## config.mk

```make
export PLATFORM = sky130hd
export DESIGN_NAME = ct_spsram_2048x32_ctrl
export DESIGN_NICKNAME = d
export VERILOG_FILES = /design/src/rtl/ct_spsram_ctrl_pkg.sv /design/src/rtl/ct_spsram_rr_arb.sv /design/src/rtl/ct_spsram_2048x32_ctrl.sv
export SDC_FILE = /design/constraint.sdc
export NUM_CORES = 1
export LEC_CHECK = 0
export ABC_AREA = 1
export BUFFER_PORTS_ARGS = -buffer_cell sky130_fd_sc_hd__buf_2
export CORE_ASPECT_RATIO = 0.5
export CORE_MARGIN = 10
export CORE_UTILIZATION = 30
export CTS_BUF_LIST = sky130_fd_sc_hd__clkbuf_8
export DETAILED_ROUTE_END_ITERATION = 8
export MAX_ROUTING_LAYER = met4
export PLACE_DENSITY_LB_ADDON = 0.3
export SETUP_SLACK_MARGIN = 0.3
export SLEW_MARGIN = 20
export SYNTH_ARGS = -nofsm -noshare
export SYNTH_HDL_FRONTEND = slang
export SYNTH_SLANG_ARGS = --single-unit
```

## constraint.sdc

```tcl
create_clock -name forever_cpuclk -period 4.5 [get_ports forever_cpuclk]
set_clock_uncertainty 0.2 [all_clocks]
set_input_delay 0.225 -clock forever_cpuclk [delete_from_list [all_inputs] [get_ports forever_cpuclk]]
set_output_delay 0.225 -clock forever_cpuclk [all_outputs]
set_load 0.05 [all_outputs]
```

## src/rtl/ct_spsram_ctrl_pkg.sv

```systemverilog
// Shared types and helpers for the 2048x32 single-port SRAM controller.
package ct_spsram_ctrl_pkg;

    typedef enum logic [1:0] {
        ST_WAIT = 2'd0,
        ST_INIT = 2'd1,
        ST_RUN  = 2'd2
    } state_t;

    localparam logic REQ0_ID = 1'b0;
    localparam logic REQ1_ID = 1'b1;

    // One active-high byte enable becomes eight active-low bit write enables.
    function automatic logic [7:0] byte_wen(input logic be);
        return {8{~be}};
    endfunction

endpackage

```

## src/rtl/ct_spsram_rr_arb.sv

```systemverilog
// Two-way round-robin arbiter; the pointer only moves when both requesters compete.
module ct_spsram_rr_arb
    import ct_spsram_ctrl_pkg::*;
(
    input  logic       forever_cpuclk,
    input  logic       cpurst,
    input  logic [1:0] vld,
    output logic [1:0] grnt
);

    logic ptr;  // 0 favours req0, 1 favours req1

    // NOTE: every combinational output gets a default first so no latch is inferred.
    always_comb begin
        grnt = 2'b00;
        case (vld)
            2'b01:   grnt = 2'b01;
            2'b10:   grnt = 2'b10;
            2'b11:   grnt = ptr ? 2'b10 : 2'b01;
            default: grnt = 2'b00;
        endcase
    end

    // NOTE: sequential state uses non-blocking assignments only.
    always_ff @(posedge forever_cpuclk or posedge cpurst) begin
        if (cpurst)
            ptr <= REQ0_ID;
        else if (vld == 2'b11)
            ptr <= ~ptr;
    end

endmodule

```

## src/rtl/ct_spsram_2048x32_ctrl.sv

```systemverilog
// Shares one single-port SRAM between two requesters after an optional clear sweep.
module ct_spsram_2048x32_ctrl
    import ct_spsram_ctrl_pkg::*;
#(
    parameter int                      ADDR_WIDTH = 11,
    parameter int                      DATA_WIDTH = 32,
    parameter int                      INIT_EN    = 1,
    parameter logic [DATA_WIDTH-1:0]   INIT_VALUE = '0
) (
    input  logic                    forever_cpuclk,
    input  logic                    cpurst,
    input  logic                    req0_vld,
    input  logic                    req0_wr,
    input  logic [ADDR_WIDTH-1:0]   req0_addr,
    input  logic [DATA_WIDTH-1:0]   req0_wdata,
    input  logic [DATA_WIDTH/8-1:0] req0_be,
    output logic                    req0_grnt,
    input  logic                    req1_vld,
    input  logic                    req1_wr,
    input  logic [ADDR_WIDTH-1:0]   req1_addr,
    input  logic [DATA_WIDTH-1:0]   req1_wdata,
    input  logic [DATA_WIDTH/8-1:0] req1_be,
    output logic                    req1_grnt,
    output logic                    rd_vld,
    output logic                    rd_id,
    output logic [DATA_WIDTH-1:0]   rd_data,
    output logic                    init_done,
    output logic                    sram_cen,
    output logic                    sram_gwen,
    output logic [DATA_WIDTH-1:0]   sram_wen,
    output logic [ADDR_WIDTH-1:0]   sram_a,
    output logic [DATA_WIDTH-1:0]   sram_d,
    input  logic [DATA_WIDTH-1:0]   sram_q
);

    localparam int BE_W = DATA_WIDTH / 8;

    state_t                  state;
    logic [ADDR_WIDTH-1:0]   init_cnt;
    logic [ADDR_WIDTH-1:0]   a_hold;
    logic [DATA_WIDTH-1:0]   d_hold;
    logic [1:0]              grnt;
    logic                    sel;
    logic                    any_grnt;
    logic                    acc_wr;
    logic [ADDR_WIDTH-1:0]   acc_addr;
    logic [DATA_WIDTH-1:0]   acc_wdata;
    logic [BE_W-1:0]         acc_be;
    logic [DATA_WIDTH-1:0]   acc_wen;
    logic                    rd_issue;

    ct_spsram_rr_arb u_arb (
        .forever_cpuclk (forever_cpuclk),
        .cpurst         (cpurst),
        .vld            ({req1_vld, req0_vld} & {2{state == ST_RUN}}),
        .grnt           (grnt)
    );

    assign req0_grnt = grnt[0];
    assign req1_grnt = grnt[1];
    assign any_grnt  = |grnt;
    assign sel       = grnt[1] ? REQ1_ID : REQ0_ID;
    assign acc_wr    = sel ? req1_wr    : req0_wr;
    assign acc_addr  = sel ? req1_addr  : req0_addr;
    assign acc_wdata = sel ? req1_wdata : req0_wdata;
    assign acc_be    = sel ? req1_be    : req0_be;
    assign rd_issue  = any_grnt & ~acc_wr;

    for (genvar i = 0; i < BE_W; i++) begin : g_wen
        assign acc_wen[8*i +: 8] = byte_wen(acc_be[i]);
    end

    // The macro samples its pins at the clock edge, so the drive is combinational
    // from the grant; address and data park on their last values when idle.
    always_comb begin
        sram_cen  = 1'b1;
        sram_gwen = 1'b1;
        sram_wen  = '1;
        sram_a    = a_hold;
        sram_d    = d_hold;
        case (state)
            ST_INIT: begin
                sram_cen  = 1'b0;
                sram_gwen = 1'b0;
                sram_wen  = '0;
                sram_a    = init_cnt;
                sram_d    = INIT_VALUE;
            end
            ST_RUN: begin
                if (any_grnt) begin
                    sram_cen = 1'b0;
                    sram_a   = acc_addr;
                    sram_d   = acc_wdata;
                    if (acc_wr) begin
                        sram_gwen = 1'b0;
                        sram_wen  = acc_wen;
                    end
                end
            end
            default: ;
        endcase
    end

    assign rd_data = rd_vld ? sram_q : '0;

    always_ff @(posedge forever_cpuclk or posedge cpurst) begin
        if (cpurst) begin
            state     <= ST_WAIT;
            init_cnt  <= '0;
            init_done <= 1'b0;
            a_hold    <= '0;
            d_hold    <= '0;
            rd_vld    <= 1'b0;
            rd_id     <= REQ0_ID;
        end else begin
            a_hold <= sram_a;
            d_hold <= sram_d;
            rd_vld <= rd_issue;
            if (rd_issue)
                rd_id <= sel;
            case (state)
                ST_WAIT: begin
                    if (INIT_EN != 0) begin
                        state <= ST_INIT;
                    end else begin
                        state     <= ST_RUN;
                        init_done <= 1'b1;
                    end
                end
                ST_INIT: begin
                    init_cnt <= init_cnt + 1'b1;
                    if (init_cnt == '1) begin
                        state     <= ST_RUN;
                        init_done <= 1'b1;
                    end
                end
                ST_RUN:  state <= ST_RUN;
                default: state <= ST_WAIT;
            endcase
        end
    end

endmodule

```

==> impl_metrics.ini <==
[cells_and_area]
diodes = 0
areaGrowthSynthToFinish_pct = 50.4
fin_util_pct = 46.0
fill_cells = 1165
design_area_sq_um = 5400
multi_input_area_sq_um = 1540
nNetsFinal = 867
seq_area_sq_um = 1500
drive_above_1_share_pct = 39.4

[worst_setup_path]
rr_startpoint = state[0]
path_max_fanout = 62
crit_chain = inv_1 > ha_1 > nand2_2 > inv_2 > nand2_4 > clkinvlp_4 > buf_4 > o211ai_1 > dlygate4sd3_1 > nand2_1 > buf_2
start_kind = flop
endpoint_kind = output port
cp-startpoint = state[0]
slowest_delay_ns = 0.58
reg2reg_depth = 10
crit_arrival_ns = 3.46
r2r-end = d_hold[6]
critPathSlowestCell = dlygate4sd3_1
crit_end = sram_d[6]
r2r_setup_slack_ns = 1.28
crit_required_ns = 4.07
crit_type = flop to output port

[sta]
tightest_slew_ns = 0.908
slew_violations = 0
fin_crit_sh_pct = 86.3
tns_ns = 0
min_period_ns = 3.88
fmax_mhz = 257
hold_viol_final = 0
rsz0062_at_grt = false
relSlewSlack_pct = 39.5
final-setup-viol-count = 0

[drt]
detail_route.iter0.violations = 193
vias = 3787
dr.pass1.iters = 4
avgViaCountPerCell = 4.20
ant_nets = 0
drc = 0
wl_per_cell_um = 15.0
wirelength_um = 13500

[global_route]
grt_pass1_wl_um = 20900
antenna_found_initial = 0
grt_pass1_vias = 3810
grt_util_all_layers_pct = 15.7
grt_remaining_overflow = 0
grt_max_degree = 62

[synthesis]
synth_cells = 476
synth_fa_ha_area_share_pct = 1.40
synth_common_cells = 172 x nand2_1, 61 x inv_1, 60 x dfrtp_1, 43 x o211ai_1, 31 x buf_4
syn_area_sq_um = 3590
synth_top_family_by_area = simple AND/OR/NAND/NOR gates
synthFlopType = dfrtp_1
avgSynthCellArea_sq_um = 7.54
synthMuxAreaShare_pct = 0.314
synth_edf_count = 0
yosysSeqAreaShare_pct = 41.9
synth_top_cell_by_area = dfrtp_1
synthDistinctLibCells = 27
synth-seq-cells = 60
syn-num-nets = 612
synthSimpleGateAreaFrac_pct = 28.1
yosysWarnings = 0
synth_compound_area_share_pct = 10.8
async_flop_share_pct = 100
synth_area_leaders = dfrtp_1 42%, nand2_1 18%, o211ai_1 9.0%
yosysMostFrequentCell = nand2_1
yosysTopAreaCellShare_pct = 41.9
synth-xor-area-share_pct = 1.95

[floorplanning]
die_area_sq_um = 17000
pin_count = 246
num_rows = 28
dieHeight_um = 97.3
initial_core_util_pct = 30.6
die-width_um = 175
fp.coreArea_sq_um = 11700

[clocking]
cts_root_buf = clkbuf_8
clock-sinks = 60
cts_tree = built
post_cts_buffers = 0
clkTransAtPathRegs_ns = 0.07
cts.htree.levels = 3
cts_buffers = 9
clkLatencyLatePin_ns = 0.34
cts_buffer_depth = 2

[outcome]
status = completed

[power]
cellPowerDensity_nw_per_um2 = 210
leakage_nw = 3.45
ir_drop_uv = 111

[hold_path]
hold_path_class = primary input to flop

[run]
drv_cap = 0

[placement]
place_area_sq_um = 4740
numPortBuffers = 245
hpwl_um = 10100
routabilityCongestion = 0.868
-- kinds of logic (layout without fill, tap and decap cells) --
kind of cell / Yosys count / count (layout)
AOI/OAI and AO/OA: 53 / 53
adders and majority gates: 4 / 4
and+or+nand+nor: 237 / 237
buffers and inverters: 113 / 373
DFF: 60 / 60
xor gates and xnor gates: 8 / 8
muxes: 1 / 1
-- stage by stage --
stage          hold WS (ns)  worst slack, ns  total power, mW  cells
2_1_floorplan         0.188             1.95            0.562    476
3_3_place_gp          0.255             1.35            0.620    840
3_5_place_dp          0.252             1.27            0.621    840
4_1_cts            0.000287            0.422             1.15    900
5_1_grt              0.0112            0.372             1.20    901
6_report             0.0239            0.616             1.13    901
-- flip-flops by register name, indices dropped and copies added, names as in the netlist --
signal,flops
init_done,1
rd_id,1
u_arb.ptr,1
d_hold,32
state,2
init_cnt,11
rd_vld,1
a_hold,11
-- cells in the final DEF (no fill, tap or decap), types with 4 or more instances in the layout --
master           n
ha_1             4
o21ai_0          4
buf_4            4
buf_2          245
clkbuf_8        11
dlygate4sd3_1   44
or2_1            9
nand3_1         18
or2_2           17
xor2_1           6
inv_1           60
o211ai_1        43
or2_0            7
dfrtp_1         60
nor2_1          10
nand2_1        172
-- layout make-up --
type	instances	area share [%]
Tap cell	165	3.83
Clock buffer	11	2.81
Timing Repair inverter	1	0.0927
Sequential cell	60	27.8
Timing Repair Buffer	293	31.4
Multi-Input combinational cell	303	28.6
Clock inverter	5	0.951
Inverter	63	4.45
-- worst min path at each step --
stage	start	endpoint	slack (ns)	cells after the start
finish	req1_wdata[14]	d_hold[14]	0.02	4
detailed placement	init_done	init_done	0.25	2
global route	req1_wdata[12]	d_hold[12]	0.01	4
floorplan	req1_wr	rd_id	0.19	2
CTS	req1_wdata[14]	d_hold[14]	0.0003	4
global placement	rd_id	rd_id	0.25	2
-- timing repair --
| action | 4_1_cts | 5_1_grt |
|---|---|---|
| hold buffers | 44 | 0 |
| gates resized for setup | 0 | 1 |
| endpoints found under the setup margin | 0 | 1 |
| endpoints found under the hold margin | 102 | 0 |
-- power breakdown --
part	total [mW]	leakage, nW	internal [mW]	switching [mW]
combinational	0.101	2.54	0.0662	0.0352
sequential	0.539	0.800	0.539	0
clock	0.491	0.107	0.282	0.210
total	1.13	3.45	0.887	0.245
-- routing by layer --
| layer | wire length (um) | global-route usage, % |
|---|---|---|
| met1 | 5450 | 17.1 |
| met2 | 7100 | 27.0 |
| met3 | 530 | 4.15 |
| met4 | 391 | 6.09 |
| met5 | 0 | - |
-- worst max-delay path: cells and delay by family, from the launching register on --
| family | cells | cell delay (ns) |
|---|---|---|
| adders and majority gates | 1 | 0.23 |
| and+or+nand+nor | 3 | 0.60 |
| buffers and inverters | 6 | 1.71 |
| AOI/OAI and AO/OA | 1 | 0.16 |
| DFF | 1 | 0.37 |
(Power assumes the default switching activity.)
